===== src/rtl/oam_dma_ctrl.sv =====
// Sprite-DMA controller: stalls the CPU, copies XFER_LEN bytes from {page,8'h00}
// to the OAM data port, then returns the bus to the CPU.
module oam_dma_ctrl #(
  parameter int                    ADDR_WIDTH   = 16,
  parameter int                    DATA_WIDTH   = 8,
  parameter logic [ADDR_WIDTH-1:0] TRIGGER_ADDR = 16'h4014,
  parameter logic [ADDR_WIDTH-1:0] DEST_ADDR    = 16'h2004,
  parameter int                    XFER_LEN     = 256
) (
  input  logic                  clk,
  input  logic                  reset,
  input  logic [ADDR_WIDTH-1:0] cpu_addr,
  input  logic [DATA_WIDTH-1:0] cpu_wdata,
  input  logic                  cpu_we,
  output logic                  cpu_rdy,
  output logic [DATA_WIDTH-1:0] cpu_rdata,
  output logic [ADDR_WIDTH-1:0] bus_addr,
  output logic [DATA_WIDTH-1:0] bus_wdata,
  output logic                  bus_we,
  input  logic [DATA_WIDTH-1:0] bus_rdata,
  output logic                  dma_busy,
  output logic                  dma_done
);

  typedef enum logic [2:0] {IDLE, HALT, ALIGN, READ, WRITE, DONE} state_t;

  localparam logic [8:0] LAST = 9'(XFER_LEN - 1);

  state_t                  state, state_nxt;
  logic                    parity;
  logic [DATA_WIDTH-1:0]   page;
  logic [DATA_WIDTH-1:0]   data_q;
  logic [8:0]              count;
  logic                    trig;
  logic                    accept;
  logic [ADDR_WIDTH-1:0]   src_addr;
  logic                    unused_latch;

  assign trig     = cpu_we && (cpu_addr == TRIGGER_ADDR);
  assign accept   = trig && (state == IDLE || state == DONE);
  // Only the low byte of count forms the source offset, so the page never carries.
  assign src_addr = ADDR_WIDTH'({page, count[7:0]});
  assign cpu_rdata = bus_rdata;
  // Byte latch exists purely for waveform inspection.
  assign unused_latch = ^data_q;

  always_ff @(posedge clk) begin
    if (reset) begin
      state  <= IDLE;
      parity <= 1'b0;
      page   <= '0;
      count  <= '0;
      data_q <= '0;
    end else begin
      state  <= state_nxt;
      parity <= ~parity;
      if (accept) begin
        page  <= cpu_wdata;
        count <= '0;
      end
      if (state == WRITE) begin
        data_q <= bus_rdata;
        count  <= count + 9'd1;
      end
    end
  end

  always_comb begin
    state_nxt = state;
    cpu_rdy   = 1'b1;
    dma_busy  = 1'b0;
    dma_done  = 1'b0;
    bus_addr  = cpu_addr;
    bus_wdata = cpu_wdata;
    bus_we    = cpu_we;
    case (state)
      IDLE: if (trig) state_nxt = HALT;
      HALT, ALIGN: begin
        cpu_rdy   = 1'b0;
        dma_busy  = 1'b1;
        bus_addr  = TRIGGER_ADDR;
        bus_wdata = '0;
        bus_we    = 1'b0;
        // An odd-parity halt needs one extra cycle to line up with the read slot.
        if (state == HALT && parity) state_nxt = ALIGN;
        else                         state_nxt = READ;
      end
      READ: begin
        cpu_rdy   = 1'b0;
        dma_busy  = 1'b1;
        bus_addr  = src_addr;
        bus_wdata = '0;
        bus_we    = 1'b0;
        state_nxt = WRITE;
      end
      WRITE: begin
        cpu_rdy   = 1'b0;
        dma_busy  = 1'b1;
        bus_addr  = DEST_ADDR;
        bus_wdata = bus_rdata;
        bus_we    = 1'b1;
        state_nxt = (count == LAST) ? DONE : READ;
      end
      DONE: begin
        dma_done  = 1'b1;
        state_nxt = trig ? HALT : IDLE;
      end
      default: state_nxt = IDLE;
    endcase
  end

endmodule


===== config.mk =====
export PLATFORM = sky130hd
export DESIGN_NAME = oam_dma_ctrl
export DESIGN_NICKNAME = d
export VERILOG_FILES = /design/src/rtl/oam_dma_ctrl.sv
export SDC_FILE = /design/constraint.sdc
export NUM_CORES = 1
export LEC_CHECK = 0
export CAP_MARGIN = 20
export CORE_UTILIZATION = 45
export CTS_CLUSTER_SIZE = 14
export DETAILED_ROUTE_END_ITERATION = 16
export PLACE_DENSITY_LB_ADDON = 0.15
export SKIP_CTS_REPAIR_TIMING = 1
export SYNTH_ARGS = -nofsm -noshare
export SYNTH_HDL_FRONTEND = slang
export SYNTH_SLANG_ARGS = --single-unit

===== constraint.sdc =====
create_clock -name clk -period 5.18 [get_ports clk]
set_input_delay 1.295 -clock clk [delete_from_list [all_inputs] [get_ports clk]]
set_output_delay 1.295 -clock clk [all_outputs]
set_load 0.02 [all_outputs]

* Word level (Yosys, flattened, before mapping)
Cells that the tools add are included.
Storage, ports and cells: flip-flop bits (word level) 21, input port bits 35, word-level logic and storage cells 36
Cells by class: add/sub/neg operators 1, equality and inequality tests 8, multiplexer cells 13, bitwise operators 1, reduce and logical (&&, ||, !) cells 9
Operators by type and width (count):
- one-hot mux 16 bit (3 select lines) | 1
- two-way mux 9 bit | 2
- == test 16 x 15 -> 1 bit, second input constant | 1
- one-hot mux 8 bit (2 select lines) | 1
- one-hot mux 3 bit (5 select lines) | 1
- adder 9 x 1 -> 9 bit, second input constant | 1
- == test 9 x 8 -> 1 bit, second input constant | 1
- == test 3 x 2 -> 1 bit, second input constant | 2
- == test 3 bit, second input constant | 2
- two-way mux 3 bit | 2
- two-way mux 1 bit | 5
- OR reduction 4 bit | 1
- == test 3 x 1 -> 1 bit, second input constant | 1
- logical AND 1 bit | 3
- zero test 3 bit | 1
- OR reduction 3 bit | 1
- != test 2 bit, second input constant | 1
- one-hot mux 1 bit (2 select lines) | 1
- nonzero test 2 bit | 1
- OR reduction 2 bit | 1
- logical OR 1 bit | 1
- inverter 1 bit | 1

* Longest topological paths before layout
Gate-level depths: netlist (run 1).
word-level depth 5, gate-level depth with buffers 7

* Worst setup path after synthesis (run 1)
OpenSTA, ideal clock, no wires.
path kind reg2out, from register state[1], to output port bus_addr[10], data arrival time 1917 ps, setup slack 1968 ps, stages on the path, launching flop included 7, buffers on the path 2, path through dfxtp_1 -> clkbuf_1 -> nor2_2 -> xnor2_1 -> inv_1 -> buf_2 -> a22o_1
Between the ends: word-level cells in the longest chain between the ends 3, elaborated cells between the ends (all ways) 6, those cells by class eq/ne (4); mux (1); reduce/logical (1)
RTL lines:
- start: declaration | RTL line 29 | state_t state, state_nxt;
- start signal: assignment | RTL line 55 | state <= state_nxt;
- == test 3 x 1 -> 1 bit or == test 3 x 2 -> 1 bit (tied branches) | RTL line 76 | case (state)
- OR reduction 2 bit
- one-hot mux 16 bit (3 select lines) (*) | RTL line 76
- end: declaration | RTL line 17 | output logic [ADDR_WIDTH-1:0] bus_addr,
Every way passes the cells marked *; elsewhere a longest branch is shown, timed or not.

* Final worst setup path (run 1)
from input port cpu_wdata[0], to output port bus_wdata[0]
Between the ends: word-level cells in the longest chain between the ends 1
RTL lines:
- start: declaration | RTL line 13 | input logic [DATA_WIDTH-1:0] cpu_wdata,
- one-hot mux 8 bit (2 select lines) | RTL line 76
- end: declaration | RTL line 18 | output logic [DATA_WIDTH-1:0] bus_wdata,
Every way passes these cells.

==> results of run 1 <==
-- through the flow --
step	cells	cell area, sq um	hold slack [ns]	power, mW	util (%)
after floorplan	207	1600	0.392	0.207	-
after global placement	299	2230	0.402	0.261	66.4
after detailed placement	299	2230	0.406	0.262	66.4
after CTS	303	2260	0.424	0.342	67.2
after global routing	303	2260	0.440	0.350	67.2
final	303	2260	0.422	0.339	67.2
-- layer usage --
metal / global-route usage (%) / share of wire [%] / up-vias
met5: 0 / 0 / -
met4: 4.13 / 0.80 / 0
met3: 6.09 / 5.1 / 4
met2: 38.2 / 45 / 53
met1: 35.8 / 49 / 786
li1: - / - / 867
-- worst max-delay path: stages --
cell and delay, ns:
clkdlybuf4s50_1 0.49, mux2_2 0.16, nand2_1 0.04, o21ai_0 0.09
clkdlybuf4s50_1 0.63
-- area by class of cell --
class,count,area [sq um],area share (%)
clock buffer,3,22.5,0.997
timing repair buffer,72,716,31.7
tap,46,57.6,2.55
sequential,21,420,18.6
multi-input combinational,158,1030,45.6
inverter,2,7.51,0.332
clock inverter,1,5.00,0.221
-- power groups by stage --
stage / combinational [mW] / sequential, mW / clock (mW)
final: 0.0957 / 0.162 / 0.0807
after global routing: 0.102 / 0.162 / 0.0857
after CTS: 0.0960 / 0.162 / 0.0836
after detailed placement: 0.0956 / 0.166 / 0
after global placement: 0.0952 / 0.166 / 0
after floorplan: 0.0416 / 0.166 / 0
-- synth_stat cells (2+ instances only) --
master / count
and2_0: 2
nor3b_1: 4
clkbuf_1: 12
inv_1: 2
nor4_1: 3
o211ai_2: 2
nand3b_1: 5
or3_1: 4
buf_2: 4
o21ai_0: 16
nor2b_1: 2
or2_2: 2
xnor2_1: 2
o21ai_1: 8
nand2_1: 23
nor2_1: 5
mux2_2: 7
o22ai_1: 2
nand3_1: 9
o22a_1: 2
and3_1: 3
a21oi_1: 15
a22o_1: 13
buf_4: 9
a31oi_1: 2
nor3_1: 6
dfxtp_1: 21
ha_1: 2
mux2i_1: 2
-- path summary, 6_finish.rpt --
check,start,end,depth (start not counted)
max,cpu_wdata[0],bus_wdata[0],5
min,parity,parity,1
max reg2reg,state[2],count[5],4
min reg2reg,parity,parity,1
-- flip-flops by register name (all words and copies together) (netlist names) --
signal / count
count: 9
page: 8
parity: 1
state: 3
-- layout by cell type (no fill, tap or decap), types with 2 or more instances in the layout --
cell,synthesis,layout
clkdlybuf4s50_1,0,70
nand2_1,23,23
dfxtp_1,21,21
o21ai_0,16,16
a21oi_1,15,15
a22o_1,13,13
nand3_1,9,9
o21ai_1,8,8
mux2_2,7,7
nor3_1,6,6
nand3b_1,5,5
nor2_1,5,5
nor3b_1,4,4
or3_1,4,4
and3_1,3,3
nor4_1,3,3
clkbuf_4,0,3
nor2b_1,2,2
xnor2_1,2,2
inv_1,2,2
or2_2,2,2
o22ai_1,2,2
and2_0,2,2
o22a_1,2,2
a31oi_1,2,2
o211ai_2,2,2
mux2i_1,2,2
ha_1,2,2
buf_4,9,2
-- logic make-up (layout without fill, tap and decap cells) --
group	Yosys count	count (layout)	share of synthesized area, %
AO/OA/AOI/OAI	64	64	25.6
XOR/XNOR	3	3	1.65
adder cells (fa/ha/maj)	3	3	2.20
buffers and inverters	28	78	9.02
flip-flops	21	21	26.4
multiplexers	9	9	6.20
AND/OR/NAND/NOR	79	79	28.9
==> results.txt, run 1 <==
yosys warns = 0
Die Area = 0.00379 sq mm
Post-synth EDFFs = 0
Net Sw Power = 0.0926 mW
Synth area leaders = dfxtp_1, a22o_1, nand2_1, o21ai_0, mux2_2
effective utilization at floorplan = 47.4%
first-pass GRT wire length = 6990 um
GRT Total Usage = 24.9%
Rows = 21
vias in the first global route = 1,454
count of distinct cell types in the synthesized netlist = 47
via count = 1,710
Iteration-0 DRC Markers = 121
MaxCap Viol Count = 0
final wirelength = 4510 um
total negative setup slack = 0 ns
Synth area leader = dfxtp_1
Port Buffers = 70
TritonRoute pass-1 iters = 4
Die W = 61.5 um
critical path data required time = 3.88 ns
H-tree levels = 1
status = completed
Post-Synthesis Cells = 207
leakage = 0.804 nW
chip height = 61.5 um
total grt overflow = 0
Hold Fails Final Rpt = 0
fillcell total = 343
Sequential Power Share = 47.9%
pre-CTS setup slack = 1.16 ns
pwr/cell area = 150 mW/mm^2
WL/cell = 14.9 um
initial antenna violation count = 0
Tcrit/Tclk final = 77.3%
area grow syn2layout = 41.6%
Num CTS Buffers = 3
drt drc = 0
Worst setup EP type = primary output
Critical Path Fanout Max = 3
Worst R2R Setup Slack = 2.97 ns
layout cells sized above 1 = 8.17%
GPL Wtd Cong = 0.882
syn_nets = 244
mapped cell area = 0.00160 sq mm
peak supply drop = 208 uV
sw frac = 27.3%
final number of setup-violating endpoints = 0
Power Internal = 0.246 mW
Main synth FF type = dfxtp_1
pin count of the biggest net entering global routing = 34
fraction of registers with async set/reset = 0%
WP data arrival = 2.71 ns
total core area = 0.00336 sq mm
measured slew at the worst slew-check pin = 1.13 ns
root buf cell = clkbuf_4
final net count = 295
slack of the critical path = 1.18 ns
Antenna diodes = 0
DRT antenna net count = 0
Hold Crit Class = flip-flop to flip-flop
headroom to the max-slew limit = 24.4%
Worst-Skew Late Latency = 0.31 ns
startpoint types = input port
syn avg cell area = 7.71 sq um
Clk pwr share = 23.8%
f_max = 0.250 GHz
clock sink total = 21
unrepaired setup endpoints after global routing = false
Tmin final = 4.00 ns
Vias per Instance = 5.64
Clock transition at path regs = 0.13 ns
max-slew violations = 0
Synth Register Bits = 21
top cell type's share of synthesized area = 26.4%
Setup CP Type = input port to primary output
CTS max path bufs = 2
num ports = 71
CTS tree = done
Logic pwr share = 28.3%
Final HPWL DP = 3270 um
clock skew = 0.0104 ns
sequential area share after synthesis = 26.4%
(Power assumes the default switching activity.)
==> inputs of run 2 (changes only) <==
--- a/config.mk
+++ b/config.mk
@@ -6,7 +6,7 @@
 export NUM_CORES = 1
 export LEC_CHECK = 0
 export CAP_MARGIN = 20
-export CORE_UTILIZATION = 45
+export CORE_UTILIZATION = 42
 export CTS_CLUSTER_SIZE = 14
 export DETAILED_ROUTE_END_ITERATION = 16
 export PLACE_DENSITY_LB_ADDON = 0.15
==> constraint.sdc (replaced) <==
create_clock -name clk -period 3.7 [get_ports clk]
set_input_delay 0.925 -clock clk [delete_from_list [all_inputs] [get_ports clk]]
set_output_delay 0.925 -clock clk [all_outputs]
set_load 0.02 [all_outputs]
==> run 2 against run 1 <==
Net effect: worst setup slack worse by 0.85 ns; largest power group unchanged; critical path depth is 1 lower; cell count is 1.3% higher; worst hold slack better by 0.0019 ns; clock power is 88% higher; combinational power is 42% higher; clock skew is 0.0093 ns lower; count of clock-buffer cells in the layout is 1 higher; global-route usage is 0.83 points lower; sequential share of layout area is 0.28 points lower.
==> results.txt, run 2 (synthesis gave the netlist of run 1 again) <==
Vias per Instance = 5.66 (was 5.64)
startpoint types = flip-flop (was input port)
WP data arrival = 2.44 ns (was 2.71 ns)
num ports = 71 (unchanged)
Antenna diodes = 0 (unchanged)
pwr/cell area = 224 mW/mm^2 (was 150 mW/mm^2)
critical path data required time = 2.77 ns (was 3.88 ns)
chip height = 63.6 um (was 61.5 um)
CTS max path bufs = 2 (unchanged)
pre-CTS setup slack = 0.436 ns (was 1.16 ns)
slack of the critical path = 0.332 ns (was 1.18 ns)
Hold Fails Final Rpt = 0 (unchanged)
GPL Wtd Cong = 0.769 (was 0.882)
layout cells sized above 1 = 8.49% (was 8.17%)
Worst-Skew Late Latency = 0.26 ns (was 0.31 ns)
measured slew at the worst slew-check pin = 0.974 ns (was 1.13 ns)
effective utilization at floorplan = 43.6% (was 47.4%)
Logic pwr share = 26.4% (was 28.3%)
via count = 1,739 (was 1,710)
Port Buffers = 70 (unchanged)
most frequent cells in the layout = clkdlybuf4s50_1, nand2_1, dfxtp_1 (unchanged)
final number of setup-violating endpoints = 0 (unchanged)
largest registers = count: 9 flops, page: 8 flops, state: 3 flops (unchanged)
Cell Count, Final, Fillers Out = 307 (was 303)
most common cell after layout, fill and taps aside = clkdlybuf4s50_1 (unchanged)
Tcrit/Tclk final = 91.0%
clock sink total = 21 (unchanged)
headroom to the max-slew limit = 34.9% (was 24.4%)
MaxCap Viol Count = 0 (unchanged)
clock skew = 0.00112 ns (was 0.0104 ns)
vias in the first global route = 1,665 (was 1,454)
drt drc = 0 (unchanged)
final net count = 297 (was 295)
Clock transition at path regs = 0.08 ns (was 0.13 ns)
Critical Path Fanout Max = 14 (was 3)
Sequential Power Share = 44.1% (was 47.9%)
f_max = 0.297 GHz
max-slew violations = 0 (unchanged)
placed cells = 303 (was 299)
CTS tree = done (unchanged)
final wirelength = 4600 um (was 4510 um)
root buf cell = clkbuf_8 (was clkbuf_4)
TritonRoute pass-1 iters = 4 (unchanged)
status = completed (unchanged)
total core area = 0.00366 sq mm (was 0.00336 sq mm)
final core area utilization = 62.7% (was 67.2%)
Hold Crit Depth = 1 (unchanged)
Rows = 22 (was 21)
Largest register FFs = 9 (unchanged)
depth of the most critical reg-to-reg path = 5 (was 4)
Reg with most FFs = count (unchanged)
total negative setup slack = 0 ns (unchanged)
Tmin final = 3.37 ns
pin count of the biggest net entering global routing = 30 (was 34)
Die Area = 0.00405 sq mm (was 0.00379 sq mm)
Num CTS Buffers = 3 (unchanged)
Net Sw Power = 0.133 mW (was 0.0926 mW)
sw frac = 25.8% (was 27.3%)
leakage = 0.819 nW (was 0.804 nW)
Worst setup EP type = primary output (unchanged)
first-pass GRT wire length = 7760 um (was 6990 um)
fillcell total = 340 (was 343)
DRT antenna net count = 0 (unchanged)
total power draw = 0.514 mW (was 0.339 mW)
WL/cell = 15.0 um (was 14.9 um)
Setup CP Type = flip-flop to primary output (was input port to primary output)
H-tree levels = 1 (unchanged)
Iteration-0 DRC Markers = 94 (was 121)
area grow syn2layout = 43.8% (was 41.6%)
Final HPWL DP = 3290 um (was 3270 um)
unrepaired setup endpoints after global routing = false (unchanged)
Power Internal = 0.381 mW (was 0.246 mW)
Hold Crit Class = flip-flop to flip-flop (unchanged)
initial antenna violation count = 0 (unchanged)
peak supply drop = 234 uV (was 208 uV)
total grt overflow = 0 (unchanged)
Clk pwr share = 29.5% (was 23.8%)
GRT Total Usage = 24.1% (was 24.9%)
Die W = 63.6 um (was 61.5 um)
-- run 2: final cells by class --
class / instances / area, sq um / share of cell area, %
inverter: 2 / 7.51 / 0.327
multi-input combinational: 158 / 1030 / 44.9
timing repair buffer: 74 / 731 / 31.8
clock buffer: 4 / 45.0 / 1.96
sequential: 21 / 420 / 18.3
tap: 48 / 60.1 / 2.62
-- run 2: per-layer routing --
layer | share of wire, % | global-route usage [%] | vias to the layer above
met3 | 5.2 | 4.17 | 6
met1 | 47 | 31.9 | 810
met4 | 1.1 | 5.97 | 0
li1 | - | - | 866
met2 | 47 | 40.0 | 57
met5 | 0 | 0 | -
-- run 2: path summary, 6_finish.rpt --
kind | end | slack, ns | start
worst max-delay path | bus_addr[6] | 0.33 | state[0]
worst min-delay path | parity | 0.42 | parity
worst max register to register | count[5] | 1.26 | state[2]
worst min register to register | parity | 0.42 | parity
-- run 2: stage by stage --
stage          cell area (sq um)  hold WS (ns)
6_report                    2290         0.424
5_1_grt                     2290         0.437
4_1_cts                     2290         0.430
3_5_place_dp                2250         0.419
3_3_place_gp                2250         0.407
2_1_floorplan               1600         0.392
-- run 2: power groups by stage --
stage / logic [mW] / clock network, mW / registers (mW)
CTS: 0.136 / 0.155 / 0.227
floorplan: 0.0582 / 0 / 0.232
detailed placement: 0.136 / 0 / 0.232
global route: 0.144 / 0.166 / 0.227
global placement: 0.135 / 0 / 0.232
finish: 0.136 / 0.152 / 0.227
-- run 2: critical path, cell delays in order, from the launching register on --
cell	delay, ns
dfxtp_1	0.52
nor2b_1	0.24
and2_1	0.56
a22o_1	0.25
clkdlybuf4s50_1	0.61
==> inputs of run 3 (changes only) <==
==> constraint.sdc (replaced) <==
create_clock -name clk -period 3.3 [get_ports clk]
set_input_delay 0.825 -clock clk [delete_from_list [all_inputs] [get_ports clk]]
set_output_delay 0.825 -clock clk [all_outputs]
set_load 0.02 [all_outputs]
==> run 3 against run 2 <==
Net effect: clock power increased by 13%; via count decreased by 1.1%; clock skew increased by 0.0079 ns; cell count increased by 1.3%; sequential share of layout area decreased by 0.20 points; worst setup slack got worse by 0.16 ns; worst hold slack got worse by 0.00094 ns; sequential power increased by 12%; count of clock-buffer cells in the layout decreased by 1; routed wire length decreased by 1.4%; critical path type unchanged; highest routed layer unchanged.
==> results.txt, run 3 (synthesis gave the netlist of run 1 again) <==
Rows = 22 (unchanged)
Final HPWL DP = 3290 um (about the same)
Largest register FFs = 9 (unchanged)
clock skew = 0.00898 ns (was 0.00112 ns)
Power Internal = 0.427 mW (was 0.381 mW)
final wirelength = 4530 um (was 4600 um)
most frequent cells in the layout = clkdlybuf4s50_1, nand2_1, dfxtp_1 (unchanged)
H-tree levels = 1 (unchanged)
Setup CP Type = flip-flop to primary output (unchanged)
Num CTS Buffers = 3 (unchanged)
MaxCap Viol Count = 0 (unchanged)
pin count of the biggest net entering global routing = 27 (was 30)
clock sink total = 21 (unchanged)
GRT Total Usage = 23.9% (was 24.1%)
vias in the first global route = 1,672 (was 1,665)
critical path data required time = 2.47 ns (was 2.77 ns)
Port Buffers = 70 (unchanged)
Antenna diodes = 0 (unchanged)
Critical Path Fanout Max = 14 (unchanged)
final net count = 301 (was 297)
WL/cell = 14.6 um (was 15.0 um)
Hold Fails Final Rpt = 0 (unchanged)
DRT antenna net count = 0 (unchanged)
sw frac = 26.3% (was 25.8%)
peak supply drop = 307 uV (was 234 uV)
Clk pwr share = 29.5% (about the same)
effective utilization at floorplan = 43.6% (unchanged)
TritonRoute pass-1 iters = 4 (unchanged)
Cell Count, Final, Fillers Out = 311 (was 307)
CTS tree = done (unchanged)
layout cells sized above 1 = 10.6% (was 8.49%)
headroom to the max-slew limit = 41.0% (was 34.9%)
f_max = 0.320 GHz
DP Area = 0.00228 sq mm (was 0.00225 sq mm)
pwr/cell area = 249 mW/mm^2 (was 224 mW/mm^2)
largest registers = count: 9 flops, page: 8 flops, state: 3 flops (unchanged)
total core area = 0.00366 sq mm (unchanged)
Tcrit/Tclk final = 94.7%
leakage = 0.843 nW (was 0.819 nW)
area grow syn2layout = 45.9% (was 43.8%)
Worst-Skew Late Latency = 0.26 ns (about the same)
total negative setup slack = 0 ns (unchanged)
Hold Crit Class = flip-flop to flip-flop (unchanged)
unrepaired setup endpoints after global routing = false (unchanged)
Net Sw Power = 0.152 mW (was 0.133 mW)
drt drc = 0 (unchanged)
Sequential Power Share = 43.9% (was 44.1%)
total power draw = 0.579 mW (was 0.514 mW)
final number of setup-violating endpoints = 0 (unchanged)
initial antenna violation count = 0 (unchanged)
max-slew violations = 0 (unchanged)
Clock transition at path regs = 0.08 ns (about the same)
Die Area = 0.00405 sq mm (unchanged)
GPL Wtd Cong = 0.789 (was 0.769)
Die W = 63.6 um (unchanged)
root buf cell = clkbuf_8 (unchanged)
WP data arrival = 2.30 ns (was 2.44 ns)
CTS max path bufs = 2 (unchanged)
total grt overflow = 0 (unchanged)
most common cell after layout, fill and taps aside = clkdlybuf4s50_1 (unchanged)
num ports = 71 (unchanged)
placed cells = 307 (was 303)
Iteration-0 DRC Markers = 90 (was 94)
status = completed (unchanged)
chip height = 63.6 um (unchanged)
Logic pwr share = 26.5% (was 26.4%)
measured slew at the worst slew-check pin = 0.882 ns (was 0.974 ns)
Vias per Instance = 5.53 (was 5.66)
startpoint types = flip-flop (unchanged)
Reg with most FFs = count (unchanged)
Worst setup EP type = primary output (unchanged)
first-pass GRT wire length = 7790 um (was 7760 um)
via count = 1,720 (was 1,739)
final non-filler cell area = 0.00233 sq mm (was 0.00229 sq mm)
Tmin final = 3.12 ns
## run 3: power by group through the flow
stage / Sequential [mW] / Clock [mW] / Combinational (mW)
2_1_floorplan: 0.260 / 0 / 0.0652
3_3_place_gp: 0.260 / 0 / 0.153
3_5_place_dp: 0.260 / 0 / 0.153
4_1_cts: 0.254 / 0.176 / 0.154
5_1_grt: 0.255 / 0.190 / 0.163
6_report: 0.254 / 0.171 / 0.154
## run 3: metrics by stage
step           utilization [%]  hold slack, ns  setup slack, ns
4_1_cts                   63.5           0.426            0.137
6_report                  63.6           0.423            0.175
3_3_place_gp              62.3           0.411            0.253
5_1_grt                   63.6           0.489           0.0338
2_1_floorplan                -           0.392            0.558
3_5_place_dp              62.3           0.414            0.242
## run 3: routing by layer
metal / GRT usage, % / up-vias / share of wire (%) / wire [um]
li1: - / 868 / - / -
met1: 32.9 / 782 / 48 / 2190
met2: 38.2 / 68 / 46 / 2070
met3: 4.89 / 2 / 5.7 / 260
met4: 4.55 / 0 / 0.33 / 15
met5: 0 / - / 0 / 0
## run 3: final cells by class
class                           instances  area, sq um
Clock inverter                          1         5.00
Clock buffer                            3         41.3
Timing Repair Buffer                   78          761
Inverter                                2         7.51
Sequential cell                        21          422
Tap cell                               48         60.1
Fill cell                             315         1330
Multi-Input combinational cell        158         1030
## run 3: worst paths after layout
kind	start	slack [ns]	to	cells past startpoint
setup / recovery	state[0]	0.18	bus_wdata[7]	5
hold / removal	parity	0.42	parity	1
setup reg to reg	state[2]	1.14	count[5]	5
hold reg to reg	parity	0.42	parity	1
## run 3: worst max-delay path, cell delays in order (launching register included)
cell             delay (ns)
dfxtp_1                0.52
nor2_2                 0.10
xnor2_1                0.27
inv_1                  0.30
a22o_1                 0.31
clkdlybuf4s50_1        0.53
